--- src/rtl/glitch_sweep_seq.sv ---
// Reset-and-glitch attempt sequencer with an automatic (delay, width) sweep.
// Optional hit lock is built when GLITCH_HIT_LOCK_EN is defined.
module glitch_sweep_seq #(
    parameter int unsigned CH         = 2,
    parameter int unsigned CNT_W      = 16,
    parameter int unsigned RESET_LEN  = 512,
    parameter int unsigned DELAY_MIN  = 1,
    parameter int unsigned DELAY_MAX  = 768,
    parameter int unsigned WIDTH_MIN  = 384,
    parameter int unsigned WIDTH_MAX  = 640,
    parameter int unsigned CH_STAGGER = 0
) (
    input  logic             i_clk,
    input  logic             i_rst_n,
    input  logic             i_arm,
    input  logic             i_abort,
    input  logic [CH-1:0]    i_ch_mask,
    input  logic             i_hit,
    input  logic             i_clear,
    output logic             o_reset_out_n,
    output logic [CH-1:0]    o_glitch,
    output logic             o_busy,
    output logic             o_locked,
    output logic             o_done,
    output logic             o_wrap,
    output logic [CNT_W-1:0] o_cur_delay,
    output logic [CNT_W-1:0] o_cur_width,
    output logic [15:0]      o_attempt
);

    // Phase counter needs headroom for W plus up to seven stagger offsets.
    localparam int unsigned PH_W = CNT_W + 4;

    localparam logic [PH_W-1:0]  PH_ONE     = PH_W'(1);
    localparam logic [PH_W-1:0]  RST_LAST   = PH_W'(RESET_LEN - 1);
    localparam logic [PH_W-1:0]  STAG_TOT   = PH_W'((CH - 1) * CH_STAGGER);
    localparam logic [CNT_W-1:0] CNT_ONE    = CNT_W'(1);
    localparam logic [CNT_W-1:0] CNT_ZERO   = '0;
    localparam logic [CNT_W-1:0] D_MIN      = CNT_W'(DELAY_MIN);
    localparam logic [CNT_W-1:0] D_MAX      = CNT_W'(DELAY_MAX);
    localparam logic [CNT_W-1:0] W_MIN      = CNT_W'(WIDTH_MIN);
    localparam logic [CNT_W-1:0] W_MAX      = CNT_W'(WIDTH_MAX);

    typedef enum logic [1:0] {
        StIdle,
        StRst,
        StWait,
        StFire
    } state_e;

    state_e            r_state;
    state_e            w_state_d;
    logic [PH_W-1:0]   r_cnt;
    logic [PH_W-1:0]   w_cnt_d;
    logic [CH-1:0]     r_mask;
    logic [CNT_W-1:0]  r_delay;
    logic [CNT_W-1:0]  r_width;
    logic [CNT_W-1:0]  r_cur_delay;
    logic [CNT_W-1:0]  r_cur_width;
    logic [CNT_W-1:0]  w_cur_delay_d;
    logic [CNT_W-1:0]  w_cur_width_d;
    logic [15:0]       r_attempt;
    logic              r_done;
    logic              r_wrap;
    logic              r_busy;
    logic              r_reset_n;
    logic [CH-1:0]     r_glitch;
    logic [CH-1:0]     w_glitch_d;
    logic              w_done_d;
    logic              w_wrap_d;
    logic              w_latch;
    logic              w_hit;
    logic              w_locked;
    logic              w_fire_d;
    logic [PH_W-1:0]   w_delay_last;
    logic [PH_W-1:0]   w_fire_last;

`ifdef GLITCH_HIT_LOCK_EN
    logic r_locked;

    assign w_hit    = i_hit;
    assign w_locked = r_locked;

    // HIT beats CLEAR when both arrive together.
    always_ff @(posedge i_clk or negedge i_rst_n) begin
        if (!i_rst_n) begin
            r_locked <= 1'b0;
        end else if (i_hit) begin
            r_locked <= 1'b1;
        end else if (i_clear) begin
            r_locked <= 1'b0;
        end
    end
`else
    logic w_unused_hit_clear;

    assign w_hit              = 1'b0;
    assign w_locked           = 1'b0;
    assign w_unused_hit_clear = i_hit ^ i_clear;
`endif

    assign w_delay_last = PH_W'(r_delay) - PH_ONE;
    assign w_fire_last  = PH_W'(r_width) + STAG_TOT - PH_ONE;

    always_comb begin
        w_state_d = r_state;
        w_cnt_d   = r_cnt;
        w_done_d  = 1'b0;
        w_latch   = 1'b0;
        unique case (r_state)
            StIdle: begin
                // ARM coinciding with the DONE pulse is dropped.
                if (i_arm && !w_locked && !r_done) begin
                    w_state_d = StRst;
                    w_cnt_d   = '0;
                    w_latch   = 1'b1;
                end
            end
            StRst: begin
                if (r_cnt == RST_LAST) begin
                    w_cnt_d   = '0;
                    w_state_d = (r_delay == CNT_ZERO) ? StFire : StWait;
                end else begin
                    w_cnt_d = r_cnt + PH_ONE;
                end
            end
            StWait: begin
                if (r_cnt == w_delay_last) begin
                    w_cnt_d   = '0;
                    w_state_d = StFire;
                end else begin
                    w_cnt_d = r_cnt + PH_ONE;
                end
            end
            StFire: begin
                if (r_cnt == w_fire_last) begin
                    w_cnt_d   = '0;
                    w_state_d = StIdle;
                    w_done_d  = 1'b1;
                end else begin
                    w_cnt_d = r_cnt + PH_ONE;
                end
            end
            default: begin
                w_state_d = StIdle;
                w_cnt_d   = '0;
            end
        endcase

        if (w_hit || (i_abort && (r_state != StIdle))) begin
            w_state_d = StIdle;
            w_cnt_d   = '0;
            w_done_d  = 1'b0;
            w_latch   = 1'b0;
        end
    end

    always_comb begin
        w_cur_delay_d = r_cur_delay;
        w_cur_width_d = r_cur_width;
        w_wrap_d      = 1'b0;
        if (w_done_d) begin
            if (r_cur_delay < D_MAX) begin
                w_cur_delay_d = r_cur_delay + CNT_ONE;
            end else begin
                w_cur_delay_d = D_MIN;
                if (r_cur_width < W_MAX) begin
                    w_cur_width_d = r_cur_width + CNT_ONE;
                end else begin
                    w_cur_width_d = W_MIN;
                    w_wrap_d      = 1'b1;
                end
            end
        end
    end

    assign w_fire_d = (w_state_d == StFire);

    // FIRE is never entered from IDLE, so the latched mask/width are valid here.
    for (genvar k = 0; k < CH; k++) begin : g_ch
        localparam logic [PH_W-1:0] START = PH_W'(k * CH_STAGGER);
        assign w_glitch_d[k] = w_fire_d && r_mask[k] && (w_cnt_d >= START) &&
                               (w_cnt_d < START + PH_W'(r_width));
    end

    always_ff @(posedge i_clk or negedge i_rst_n) begin
        if (!i_rst_n) begin
            r_state     <= StIdle;
            r_cnt       <= '0;
            r_mask      <= '0;
            r_delay     <= D_MIN;
            r_width     <= W_MIN;
            r_cur_delay <= D_MIN;
            r_cur_width <= W_MIN;
            r_attempt   <= '0;
            r_done      <= 1'b0;
            r_wrap      <= 1'b0;
            r_busy      <= 1'b0;
            r_reset_n   <= 1'b1;
            r_glitch    <= '0;
        end else begin
            r_state     <= w_state_d;
            r_cnt       <= w_cnt_d;
            r_cur_delay <= w_cur_delay_d;
            r_cur_width <= w_cur_width_d;
            r_done      <= w_done_d;
            r_wrap      <= w_wrap_d;
            r_busy      <= (w_state_d != StIdle);
            r_reset_n   <= (w_state_d != StRst);
            r_glitch    <= w_glitch_d;
            if (w_latch) begin
                r_mask  <= i_ch_mask;
                r_delay <= r_cur_delay;
                r_width <= r_cur_width;
            end
            if (w_done_d) begin
                r_attempt <= r_attempt + 16'd1;
            end
        end
    end

    assign o_reset_out_n = r_reset_n;
    assign o_glitch      = r_glitch;
    assign o_busy        = r_busy;
    assign o_locked      = w_locked;
    assign o_done        = r_done;
    assign o_wrap        = r_wrap;
    assign o_cur_delay   = r_cur_delay;
    assign o_cur_width   = r_cur_width;
    assign o_attempt     = r_attempt;

endmodule
--- config.mk ---
export PLATFORM = sky130hd
export DESIGN_NAME = glitch_sweep_seq
export DESIGN_NICKNAME = d
export VERILOG_FILES = /design/src/rtl/glitch_sweep_seq.sv
export SDC_FILE = /design/constraint.sdc
export NUM_CORES = 1
export LEC_CHECK = 0
export ABC_AREA = 1
export CORE_MARGIN = 2
export CORE_UTILIZATION = 55
export DETAILED_ROUTE_END_ITERATION = 10
export HOLD_SLACK_MARGIN = 0.06
export PLACE_DENSITY = 0.76
export SLEW_MARGIN = 20
export SYNTH_ARGS = -nofsm -noshare
export SYNTH_HDL_FRONTEND = slang
export SYNTH_SLANG_ARGS = --single-unit
--- constraint.sdc ---
create_clock -name i_clk -period 8.35 [get_ports i_clk]
set_input_delay 1.67 -clock i_clk [delete_from_list [all_inputs] [get_ports i_clk]]
set_output_delay 1.67 -clock i_clk [all_outputs]
set_load 0.005 [all_outputs]
==> results of run 1 <==
[area by class of cell]
| type | instances | share of cell area [%] |
|---|---|---|
| clock buffer | 9 | 2.71 |
| clock inverter | 6 | 1.13 |
| inverter | 152 | 6.85 |
| multi-input combinational | 723 | 46.1 |
| sequential | 110 | 33.2 |
| tap | 172 | 2.58 |
| timing repair buffer | 63 | 7.42 |
[critical path, cell delays in order]
cell                              delay [ns]
sky130_fd_sc_hd__clkdlybuf4s50_1        0.45
sky130_fd_sc_hd__inv_1                  0.03
sky130_fd_sc_hd__nor2_1                 0.07
sky130_fd_sc_hd__inv_1                  0.09
sky130_fd_sc_hd__nor2_4                 0.08
sky130_fd_sc_hd__buf_4                  0.48
sky130_fd_sc_hd__clkinv_1               0.53
sky130_fd_sc_hd__nand2_1                0.37
sky130_fd_sc_hd__inv_1                  0.18
sky130_fd_sc_hd__o211ai_1               0.13
sky130_fd_sc_hd__inv_1                  0.09
sky130_fd_sc_hd__ha_1                   0.32
sky130_fd_sc_hd__a21oi_1                0.12
sky130_fd_sc_hd__o21ai_0                0.10
sky130_fd_sc_hd__a21oi_1                0.20
sky130_fd_sc_hd__o221a_2                0.22
sky130_fd_sc_hd__nand2_1                0.04
sky130_fd_sc_hd__nand3b_1               0.15
sky130_fd_sc_hd__nor2_1                 0.09
sky130_fd_sc_hd__nand2_1                0.11
sky130_fd_sc_hd__nor2_1                 0.11
[report_power, final]
| part | switching, uW | leakage, uW | internal (uW) |
|---|---|---|---|
| combinational | 666 | 0.00278 | 333 |
| clock | 204 | 0.000158 | 265 |
| sequential | 119 | 0.00136 | 618 |
[cells by family after synthesis]
logic type | after synthesis | synth area share (%)
XOR/XNOR | 57 | 6.98
flip-flops | 110 | 38.0
buffers and inverters | 172 | 9.12
adder cells (fa/ha/maj) | 21 | 3.62
other | 1 | 0.0517
AO/OA/AOI/OAI | 117 | 8.88
AND/OR/NAND/NOR | 527 | 33.3
[through the flow]
stage	utilization, %	hold WS, ns
final	65.2	0.478
after global routing	65.2	0.535
after CTS	65.2	0.486
after detailed placement	62.7	0.470
after global placement	62.7	0.464
after floorplan	-	0.443
[final timing paths]
path	slack [ns]	cells after the start	end	start
worst min-delay path	0.48	2	r_mask[0]$_DFFE_PN0P_	r_mask[0]$_DFFE_PN0P_
worst max-delay path	2.98	21	o_glitch[1]$_DFF_PN0_	i_arm
min in group asynchronous	1.26	1	o_busy$_DFF_PN0_	i_rst_n
worst max register to register	3.56	25	o_glitch[1]$_DFF_PN0_	r_width[0]$_DFFE_PN0P_
worst min register to register	0.48	2	r_mask[0]$_DFFE_PN0P_	r_mask[0]$_DFFE_PN0P_
max in group asynchronous	5.78	2	o_cur_width[5]$_DFFE_PN0P_	i_rst_n
[sequential cells by signal (all words and copies together) (netlist names), 2 cells and up]
register     cells
r_cnt           20
r_state          2
o_glitch         2
r_width         16
o_cur_delay     16
r_delay         16
r_mask           2
o_attempt       16
o_cur_width     16
[cells in the final DEF, fill, tap and decap left out, types with 2 or more instances in the layout]
cell	n
sky130_fd_sc_hd__nand2_1	275
sky130_fd_sc_hd__inv_1	144
sky130_fd_sc_hd__nor2_1	105
sky130_fd_sc_hd__dfrtp_1	103
sky130_fd_sc_hd__o21ai_0	68
sky130_fd_sc_hd__clkdlybuf4s50_1	58
sky130_fd_sc_hd__nand3_1	52
sky130_fd_sc_hd__xor2_1	38
sky130_fd_sc_hd__a21oi_1	24
sky130_fd_sc_hd__ha_1	21
sky130_fd_sc_hd__nand4_1	19
sky130_fd_sc_hd__xnor2_1	18
sky130_fd_sc_hd__nor3_1	15
sky130_fd_sc_hd__nor4_1	14
sky130_fd_sc_hd__nand3b_1	11
sky130_fd_sc_hd__clkbuf_16	9
sky130_fd_sc_hd__nor2_2	8
sky130_fd_sc_hd__dfstp_2	7
sky130_fd_sc_hd__nor2_4	6
sky130_fd_sc_hd__a31oi_1	6
sky130_fd_sc_hd__inv_2	5
sky130_fd_sc_hd__nand2_2	5
sky130_fd_sc_hd__buf_4	5
sky130_fd_sc_hd__nand3_4	3
sky130_fd_sc_hd__nor2_8	3
sky130_fd_sc_hd__o21ai_1	3
sky130_fd_sc_hd__clkinv_1	3
sky130_fd_sc_hd__o211ai_1	3
sky130_fd_sc_hd__o21a_1	3
sky130_fd_sc_hd__nand2_4	2
sky130_fd_sc_hd__and3b_1	2
sky130_fd_sc_hd__nand4_2	2
sky130_fd_sc_hd__bufinv_16	2
[layer usage]
metal  wire, um  share of wire (%)
met2       8200                 44
met5          0                  0
met1       8610                 46
met4        481                2.6
met3       1370                7.3
==> PnR_summary.wiki, run 1 <==
{| class="wikitable"
! Metric !! Value
|-
| DRT antenna net count || 0
|-
| CTS Buffer Depth || 2
|-
| Top Usage Layer GRT || met2
|-
| Class of the most critical setup path || in2reg
|-
| Worst path arrival time || 5.66 ns
|-
| Final WS setup || 2.98 ns
|-
| Total grt overflow || 0
|-
| Number of placed instances, taps included || 1220
|-
| Largest net degree at the start of global routing || 78
|-
| Cell count after synthesis || 1005
|-
| Detail-routed net length per standard cell || 15.1 um
|-
| Synthesized cell area || 0.00726 sq mm
|-
| Most numerous cell types in the synthesized netlist || sky130_fd_sc_hd__nand2_1 (275), sky130_fd_sc_hd__inv_1 (144), sky130_fd_sc_hd__nor2_1 (105)
|-
| Primary FF master, synth || sky130_fd_sc_hd__dfrtp_1
|-
| Detailed Route WL || 18700 um
|-
| Peak fanout along the critical path || 64
|-
| Antenna diode count || 0
|-
| Cell variety after synth || 49
|-
| Total via count in the routed design || 6683
|-
| Die Y-Extent || 119 um
|-
| Dominant cell by count in the synthesized netlist || sky130_fd_sc_hd__nand2_1
|-
| Fraction of final layout cells sized beyond drive strength 1 || 6.30%
|-
| Synthesis-stage register bit count || 110
|-
| Via density || 5.41
|-
| Final period util || 64.3%
|-
| Post-CTS setup buffer count || 0
|-
| Total Negative Setup Slacks || 0 ns
|-
| Post-DP HPWL || 14200 um
|-
| Critical path launch point type || input port
|-
| Post-synth ARST share || 100%
|-
| Clock Sinks || 110
|-
| Worst VDD drop || 0.000125 V
|-
| Die Wd || 119 um
|-
| Post-CTS Hold Fix Bufs || 0
|-
| Highest Clock Rate || 0.186 GHz
|-
| Synth warn || 0
|-
| Initial detailed-routing violation count || 644
|-
| Clock latency reported for the late side of the worst-skew pair || 0.36 ns
|-
| Count of endpoints failing hold in the final timing report || 0
|-
| Proportion of netlist area held by the largest area contributor || 35.5%
|-
| Syn Area/Cell || 7.22 sq um
|-
| Initial antenna violation count || 0
|-
| Die ar. || 0.0141 sq mm
|-
| Number of remaining DRC errors || 0
|-
| Leading post-synthesis cells by cell area || sky130_fd_sc_hd__dfrtp_1 (36%), sky130_fd_sc_hd__nand2_1 (14%), sky130_fd_sc_hd__inv_1 (7.4%)
|-
| Routability cong. || 0.972
|-
| Power Dens Cells || 265 mW/mm^2
|-
| First-pass GRT wire length || 31000 um
|-
| Combined global-route utilization of all metal layers || 27.7%
|-
| Final Cell Area || 0.00833 sq mm
|-
| Post-cts gate resize count || 0
|-
| Type of destination of the critical path || flop
|-
| Floorplan Core Area || 0.0128 sq mm
|-
| Worst hold path type || reg2reg
|-
| Cell taking the most area after synthesis || sky130_fd_sc_hd__dfrtp_1
|-
| Number of enable flip-flop cells after synthesis || 0
|-
| Number of global-route vias before repair || 6276
|-
| Skew final || 0.0104 ns
|-
| Setup violation total in the final timing report || 0
|-
| Number of fillers in the final layout || 1137
|-
| Number of buffers inserted during clock tree synthesis || 9
|-
| Area of combinational cells with multiple inputs || 0.00384 sq mm
|-
| # port buffers || 59
|-
| Unrepaired setup endpoints after global routing || false
|-
| Initial DRT Pass Iterations || 5
|-
| Worst slew slack as a fraction of its limit || 36.5%
|-
| Layout-stage area growth over the synthesis result || 14.7%
|-
| Area after detailed placement || 0.00801 sq mm
|-
| CTS root buffer || sky130_fd_sc_hd__clkbuf_16
|-
| Count of pins over their slew limit || 0
|-
| Met1 global-route usage || 39.7%
|-
| CTS tree || yes
|-
| Worst-margin pin slew || 0.953 ns
|-
| Cell leakage power || 0.00430 uW
|-
| Required @ worst endpoint || 8.63 ns
|-
| Total power || 2200 uW
|-
| Clock slew at the register clock pins of the worst setup and hold paths || 0.07 ns
|-
| CTS H-tree lvls || 3
|-
| Met3 track demand over resource in global routing || 6.23%
|-
| Cell row count || 41
|-
| Sequential cell area || 0.00276 sq mm
|-
| Post-synthesis sequential area ratio || 38.0%
|-
| Synth Net Count || 1034
|-
| Number of non-filler instances in the completed layout || 1235
|-
| Count of maximum capacitance violations || 0
|-
| IO Pins || 63
|-
| Fraction of met2 tracks used by global routing || 41.9%
|-
| Starting density of the core || 56.8%
|-
| Worst slack at placement || 2.75 ns
|-
| Number of nets in the finished design || 1088
|-
| Min Tclk post-route || 5.37 ns
|-
| Run status || completed
|}
Power figures use the tool's default switching activity.
==> inputs of run 2 (changes only) <==
Clock period 8.35 ns to 5.2 ns, I/O delays scaled along.
==> run 2 against run 1 <==
  * Critical path depth grew 7
  * Utilization grew 0.11 points
  * Global-route usage is essentially flat
  * First-iteration DRC count shrank 1.4%
==> PnR_summary.wiki, run 2 (synthesis gave the netlist of run 1 again) <==
{| class="wikitable"
! Metric !! Value
|-
| Count of maximum capacitance violations || 0
|-
| Fraction of final layout cells sized beyond drive strength 1 || 6.57%
|-
| First-pass GRT wire length || 31100 um
|-
| Detailed Route WL || 18900 um
|-
| Largest net degree at the start of global routing || 70
|-
| Initial detailed-routing violation count || 635
|-
| Via density || 5.40
|-
| Cell row count || 41
|-
| Worst VDD drop || 0.000254 V
|-
| CTS root buffer || sky130_fd_sc_hd__clkbuf_16
|-
| Worst slew slack as a fraction of its limit || 41.6%
|-
| Type of destination of the critical path || flop
|-
| Layout-stage area growth over the synthesis result || 14.9%
|-
| Floorplan Core Area || 0.0128 sq mm
|-
| Worst hold path type || reg2reg
|-
| Clock slew at the register clock pins of the worst setup and hold paths || 0.08 ns
|-
| Number of buffers inserted during clock tree synthesis || 9
|-
| Met1 global-route usage || 40.3%
|-
| Worst hold margin || 0.488 ns
|-
| Total power || 3540 uW
|-
| Required @ worst endpoint || 5.48 ns
|-
| Total Negative Setup Slacks || 0 ns
|-
| Flip-flop count of the largest register, all copies and words added || 20
|-
| Cell with the largest stage delay on the worst path || sky130_fd_sc_hd__dfrtp_1
|-
| Unrepaired setup endpoints after global routing || false
|-
| Initial DRT Pass Iterations || 6
|-
| Leading cell type in the layout, fill and taps excluded || sky130_fd_sc_hd__nand2_1
|-
| Skew final || 0.00752 ns
|-
| Final cell utilization of the core || 65.3%
|-
| Setup violation total in the final timing report || 0
|-
| Fraction of met2 tracks used by global routing || 42.3%
|-
| Peak fanout along the critical path || 8
|-
| Combined global-route utilization of all metal layers || 27.7%
|-
| Die Y-Extent || 119 um
|-
| Critical path launch point type || flop
|-
| # port buffers || 59
|-
| Count of endpoints failing hold in the final timing report || 0
|-
| Initial antenna violation count || 0
|-
| Leading cell types in the layout, fill and taps excluded || sky130_fd_sc_hd__nand2_1 (275), sky130_fd_sc_hd__inv_1 (144), sky130_fd_sc_hd__nor2_1 (105), sky130_fd_sc_hd__dfrtp_1 (103), sky130_fd_sc_hd__o21ai_0 (68)
|-
| Post-CTS setup buffer count || 0
|-
| Total grt overflow || 0
|-
| Starting density of the core || 56.8%
|-
| Number of nets in the finished design || 1090
|-
| Run status || completed
|-
| Post-DP HPWL || 14200 um
|-
| Clock Sinks || 110
|-
| Final period util || 90.1%
|-
| Die ar. || 0.0141 sq mm
|-
| Number of global-route vias before repair || 6225
|-
| Routability cong. || 0.982
|-
| CTS tree || yes
|-
| Count of pins over their slew limit || 0
|-
| Delay of the slowest cell on the worst path || 0.40 ns
|-
| Number of remaining DRC errors || 0
|-
| Detail-routed net length per standard cell || 15.2 um
|-
| Register with the most flip-flops || r_cnt
|-
| Post-cts gate resize count || 0
|-
| Final Cell Area || 0.00834 sq mm
|-
| Top Usage Layer GRT || met2
|-
| Worst-margin pin slew || 0.876 ns
|-
| Total via count in the routed design || 6687
|-
| Antenna diode count || 0
|-
| Class of the most critical setup path || reg2reg
|-
| Post-CTS Hold Fix Bufs || 0
|-
| CTS H-tree lvls || 3
|-
| Min Tclk post-route || 4.68 ns
|-
| Met3 track demand over resource in global routing || 5.70%
|-
| CTS Buffer Depth || 2
|-
| Die Wd || 119 um
|-
| Critical Path Most Common Cell || sky130_fd_sc_hd__nand2_1
|-
| Highest Clock Rate || 0.214 GHz
|-
| Worst path arrival time || 4.97 ns
|-
| DRT antenna net count || 0
|-
| Flop2flop setup slack || 0.52 ns
|-
| IO Pins || 63
|-
| Cell leakage power || 0.00430 uW
|-
| Power Dens Cells || 424 mW/mm^2
|-
| Area after detailed placement || 0.00802 sq mm
|-
| Number of fillers in the final layout || 1163
|-
| Clock latency reported for the late side of the worst-skew pair || 0.36 ns
|}
[run 2: changes by cell type in the layout (fill, tap and decap cells not counted), sizes merged]
cell,before,now
bufinv,2,1
clkinv,5,4
buf,5,7
clkbuf,9,10
clkinvlp,0,2
[run 2: stage by stage]
| stage | std cells | setup slack, ns |
|---|---|---|
| finish | 1238 | 0.517 |
| detailed placement | 1222 | 0.675 |
| floorplan | 1005 | 1.47 |
| global route | 1238 | 0.0830 |
| CTS | 1238 | 0.586 |
| global placement | 1222 | 0.721 |
[run 2: final timing paths]
check,endpoint,startpoint,cells past startpoint
max,o_glitch[0]$_DFF_PN0_,r_width[0]$_DFFE_PN0P_,28
min,r_mask[1]$_DFFE_PN0P_,r_mask[1]$_DFFE_PN0P_,2
max reg2reg,o_glitch[0]$_DFF_PN0_,r_width[0]$_DFFE_PN0P_,28
min reg2reg,r_mask[1]$_DFFE_PN0P_,r_mask[1]$_DFFE_PN0P_,2
max in group asynchronous,o_cur_width[8]$_DFFE_PN1P_,i_rst_n,2
min in group asynchronous,r_mask[1]$_DFFE_PN0P_,i_rst_n,1
[run 2: cell type report]
class                      count  area (sq um)  share of cell area, %
clock inverter                 6          78.8                  0.945
multi-input combinational    723          3840                   46.1
sequential                   110          2760                   33.1
tap                          172           215                   2.58
timing repair buffer          65           633                   7.59
inverter                     152           571                   6.84
clock buffer                  10           239                   2.87
[run 2: metal layers]
metal | wire length, um | vias to the layer above
li1 | - | 3321
met1 | 8950 | 3108
met2 | 8340 | 227
met3 | 1210 | 31
met4 | 359 | 0
met5 | 0 | -
[run 2: power by group]
| group | switching, uW | total (uW) | internal [uW] |
|---|---|---|---|
| clock network | 338 | 733 | 395 |
| logic | 1070 | 1620 | 548 |
| registers | 196 | 1190 | 993 |
| total | 1600 | 3540 | 1940 |
[run 2: worst max-delay path, delay by kind of cell, from the launching register on]
| kind | cells | cell delay, ns |
|---|---|---|
| fa+ha+maj | 2 | 0.63 |
| compound gates | 6 | 1.08 |
| simple gates | 17 | 2.12 |
| buf+inv | 3 | 0.36 |
| flops | 1 | 0.40 |
==> inputs of run 3 (changes only) <==
Settings changed: CORE_MARGIN 2 to 1.
==> run 3 against run 2 <==
  * Sequential share of layout area grew 0.070 points
  * Largest power group unchanged
  * Worst hold slack got worse by 0.0028 ns
  * First-iteration DRC count down 17%
  * Global-route usage increased by 1.7 points
  * Total power down 0.57%
  * Sequential power is essentially flat
  * Clock skew grew 0.0044 ns
==> PnR_summary.wiki, run 3 (synthesis gave the netlist of run 1 again) <==
{| class="wikitable"
! Metric !! Value
|-
| Detail-routed net length per standard cell || 15.1 um
|-
| Class of the most critical setup path || reg2reg
|-
| IO Pins || 63
|-
| Number of buffers inserted during clock tree synthesis || 9
|-
| Worst slew slack as a fraction of its limit || 39.2%
|-
| CTS root buffer || sky130_fd_sc_hd__clkbuf_16
|-
| Die ar. || 0.0137 sq mm
|-
| Min Tclk post-route || 4.72 ns
|-
| Number of global-route vias before repair || 5991
|-
| Highest Clock Rate || 0.212 GHz
|-
| Worst Hold Endpoint || r_mask[1]$_DFFE_PN0P_
|-
| Number of non-filler instances in the completed layout || 1237
|-
| Delay of the slowest cell on the worst path || 0.46 ns
|-
| Skew final || 0.0119 ns
|-
| CTS tree || yes
|-
| Initial detailed-routing violation count || 528
|-
| Die Wd || 117 um
|-
| Worst path arrival time || 5.01 ns
|-
| Clock latency reported for the late side of the worst-skew pair || 0.37 ns
|-
| Layout-stage area growth over the synthesis result || 14.6%
|-
| Cell with the largest stage delay on the worst path || sky130_fd_sc_hd__nand3_1
|-
| Critical path launch point type || flop
|-
| Post-DP HPWL || 14100 um
|-
| Post-CTS setup buffer count || 0
|-
| Number of remaining DRC errors || 0
|-
| Register with the most flip-flops || r_cnt
|-
| Cell row count || 41
|-
| Total Negative Setup Slacks || 0 ns
|-
| Area after detailed placement || 0.00801 sq mm
|-
| Run status || completed
|-
| Total grt overflow || 0
|-
| Number of fillers in the final layout || 1194
|-
| Final Cell Area || 0.00832 sq mm
|-
| Antenna diode count || 0
|-
| CTS H-tree lvls || 3
|-
| DRT antenna net count || 0
|-
| Largest net degree at the start of global routing || 73
|-
| Critical Path Most Common Cell || sky130_fd_sc_hd__nand2_1
|-
| Flip-flop count of the largest register, all copies and words added || 20
|-
| Startpoint of the most critical register-to-register path || r_width[0]$_DFFE_PN0P_
|-
| Routability cong. || 0.978
|-
| Die Y-Extent || 117 um
|-
| Peak fanout along the critical path || 12
|-
| Count of maximum capacitance violations || 0
|-
| Cell leakage power || 0.00430 uW
|-
| Worst-case reg-to-reg path depth || 28
|-
| First-pass GRT wire length || 30200 um
|-
| Via density || 5.32
|-
| Initial antenna violation count || 0
|-
| Starting density of the core || 57.1%
|-
| Worst-margin pin slew || 0.911 ns
|-
| Detailed Route WL || 18600 um
|-
| Worst hold path type || reg2reg
|-
| Type of destination of the critical path || flop
|-
| Initial DRT Pass Iterations || 8
|-
| FF-to-FF End || o_glitch[0]$_DFF_PN0_
|-
| Unrepaired setup endpoints after global routing || false
|-
| Cell depth of the worst min-delay path || 2
|-
| Worst VDD drop || 0.000312 V
|-
| Required @ worst endpoint || 5.49 ns
|-
| Floorplan Core Area || 0.0127 sq mm
|-
| Count of pins over their slew limit || 0
|-
| Leading cell type in the layout, fill and taps excluded || sky130_fd_sc_hd__nand2_1
|-
| Clock Sinks || 110
|-
| Total via count in the routed design || 6587
|-
| Power Dens Cells || 423 mW/mm^2
|-
| Count of endpoints failing hold in the final timing report || 0
|-
| Combined global-route utilization of all metal layers || 29.3%
|-
| Post-CTS Hold Fix Bufs || 0
|-
| Worst Min Path Start || r_mask[1]$_DFFE_PN0P_
|-
| Clock slew at the register clock pins of the worst setup and hold paths || 0.07 ns
|-
| CTS Buffer Depth || 2
|-
| Fraction of final layout cells sized beyond drive strength 1 || 6.48%
|-
| Leading cell types in the layout, fill and taps excluded || sky130_fd_sc_hd__nand2_1 (275), sky130_fd_sc_hd__inv_1 (144), sky130_fd_sc_hd__nor2_1 (105), sky130_fd_sc_hd__dfrtp_1 (103), sky130_fd_sc_hd__o21ai_0 (68)
|-
| Flop2flop setup slack || 0.48 ns
|-
| Final period util || 90.9%
|-
| Number of placed instances, taps included || 1221
|-
| # port buffers || 59
|-
| Number of nets in the finished design || 1089
|-
| Post-cts gate resize count || 0
|-
| Setup violation total in the final timing report || 0
|}
-- run 3: cell types whose count changed in the layout (fill, tap and decap cells not counted), sizes merged --
| cell | before | now |
|---|---|---|
| clkinv | 4 | 7 |
| clkinvlp | 2 | 0 |
| buf | 7 | 6 |
| inv | 151 | 150 |
-- run 3: critical path: cells and delay by family, from the launching register on --
kind | cells | cell delay, ns
AO/OA/AOI/OAI | 6 | 1.10
adder cells (fa/ha/maj) | 2 | 0.65
buffers and inverters | 3 | 0.34
flip-flops | 1 | 0.40
AND/OR/NAND/NOR | 17 | 2.17
-- run 3: power breakdown --
group / total [uW] / switching, uW / internal [uW]
registers: 1190 / 197 / 993
logic: 1610 / 1070 / 542
clock network: 720 / 330 / 390
total: 3520 / 1590 / 1930
-- run 3: cell type report --
cell class / count / area, sq um / area share, %
clock inverters: 6 / 68.8 / 0.827
clock buffers: 10 / 239 / 2.87
repair buffers: 64 / 626 / 7.52
well taps: 172 / 215 / 2.59
flip-flops and latches: 110 / 2760 / 33.2
multi-input cells: 723 / 3840 / 46.2
inverters: 152 / 571 / 6.86
-- run 3: metrics by stage --
stage / total power [uW] / setup WS [ns] / utilization (%) / hold slack, ns
6_report: 3520 / 0.476 / 65.4 / 0.485
5_1_grt: 3800 / 0.104 / 65.4 / 0.533
3_5_place_dp: 2770 / 0.611 / 63.0 / 0.473
3_3_place_gp: 2740 / 0.644 / 63.0 / 0.465
4_1_cts: 3500 / 0.517 / 65.4 / 0.491
2_1_floorplan: 2340 / 1.47 / - / 0.443
-- run 3: layer usage --
| metal | vias to the layer above | wire [um] | share of wire, % | global-route usage (%) |
|---|---|---|---|---|
| met5 | - | 0 | 0 | 0 |
| met3 | 22 | 1040 | 5.6 | 5.72 |
| met1 | 3092 | 8970 | 48 | 42.0 |
| met4 | 0 | 255 | 1.4 | 6.33 |
| met2 | 165 | 8370 | 45 | 46.2 |
| li1 | 3308 | - | - | - |
-- run 3: worst max-delay path by stage --
stage	from	endpoint	slack, ns	cells after the start
floorplan	r_width[0]$_DFFE_PN0P_	o_glitch[0]$_DFF_PN0_	1.47	29
global route	r_width[0]$_DFFE_PN0P_	o_glitch[1]$_DFF_PN0_	0.10	28
detailed placement	r_width[0]$_DFFE_PN0P_	o_glitch[0]$_DFF_PN0_	0.61	28
finish	r_width[0]$_DFFE_PN0P_	o_glitch[0]$_DFF_PN0_	0.48	28
global placement	r_width[0]$_DFFE_PN0P_	o_glitch[1]$_DFF_PN0_	0.64	28
CTS	r_width[0]$_DFFE_PN0P_	o_glitch[0]$_DFF_PN0_	0.52	28
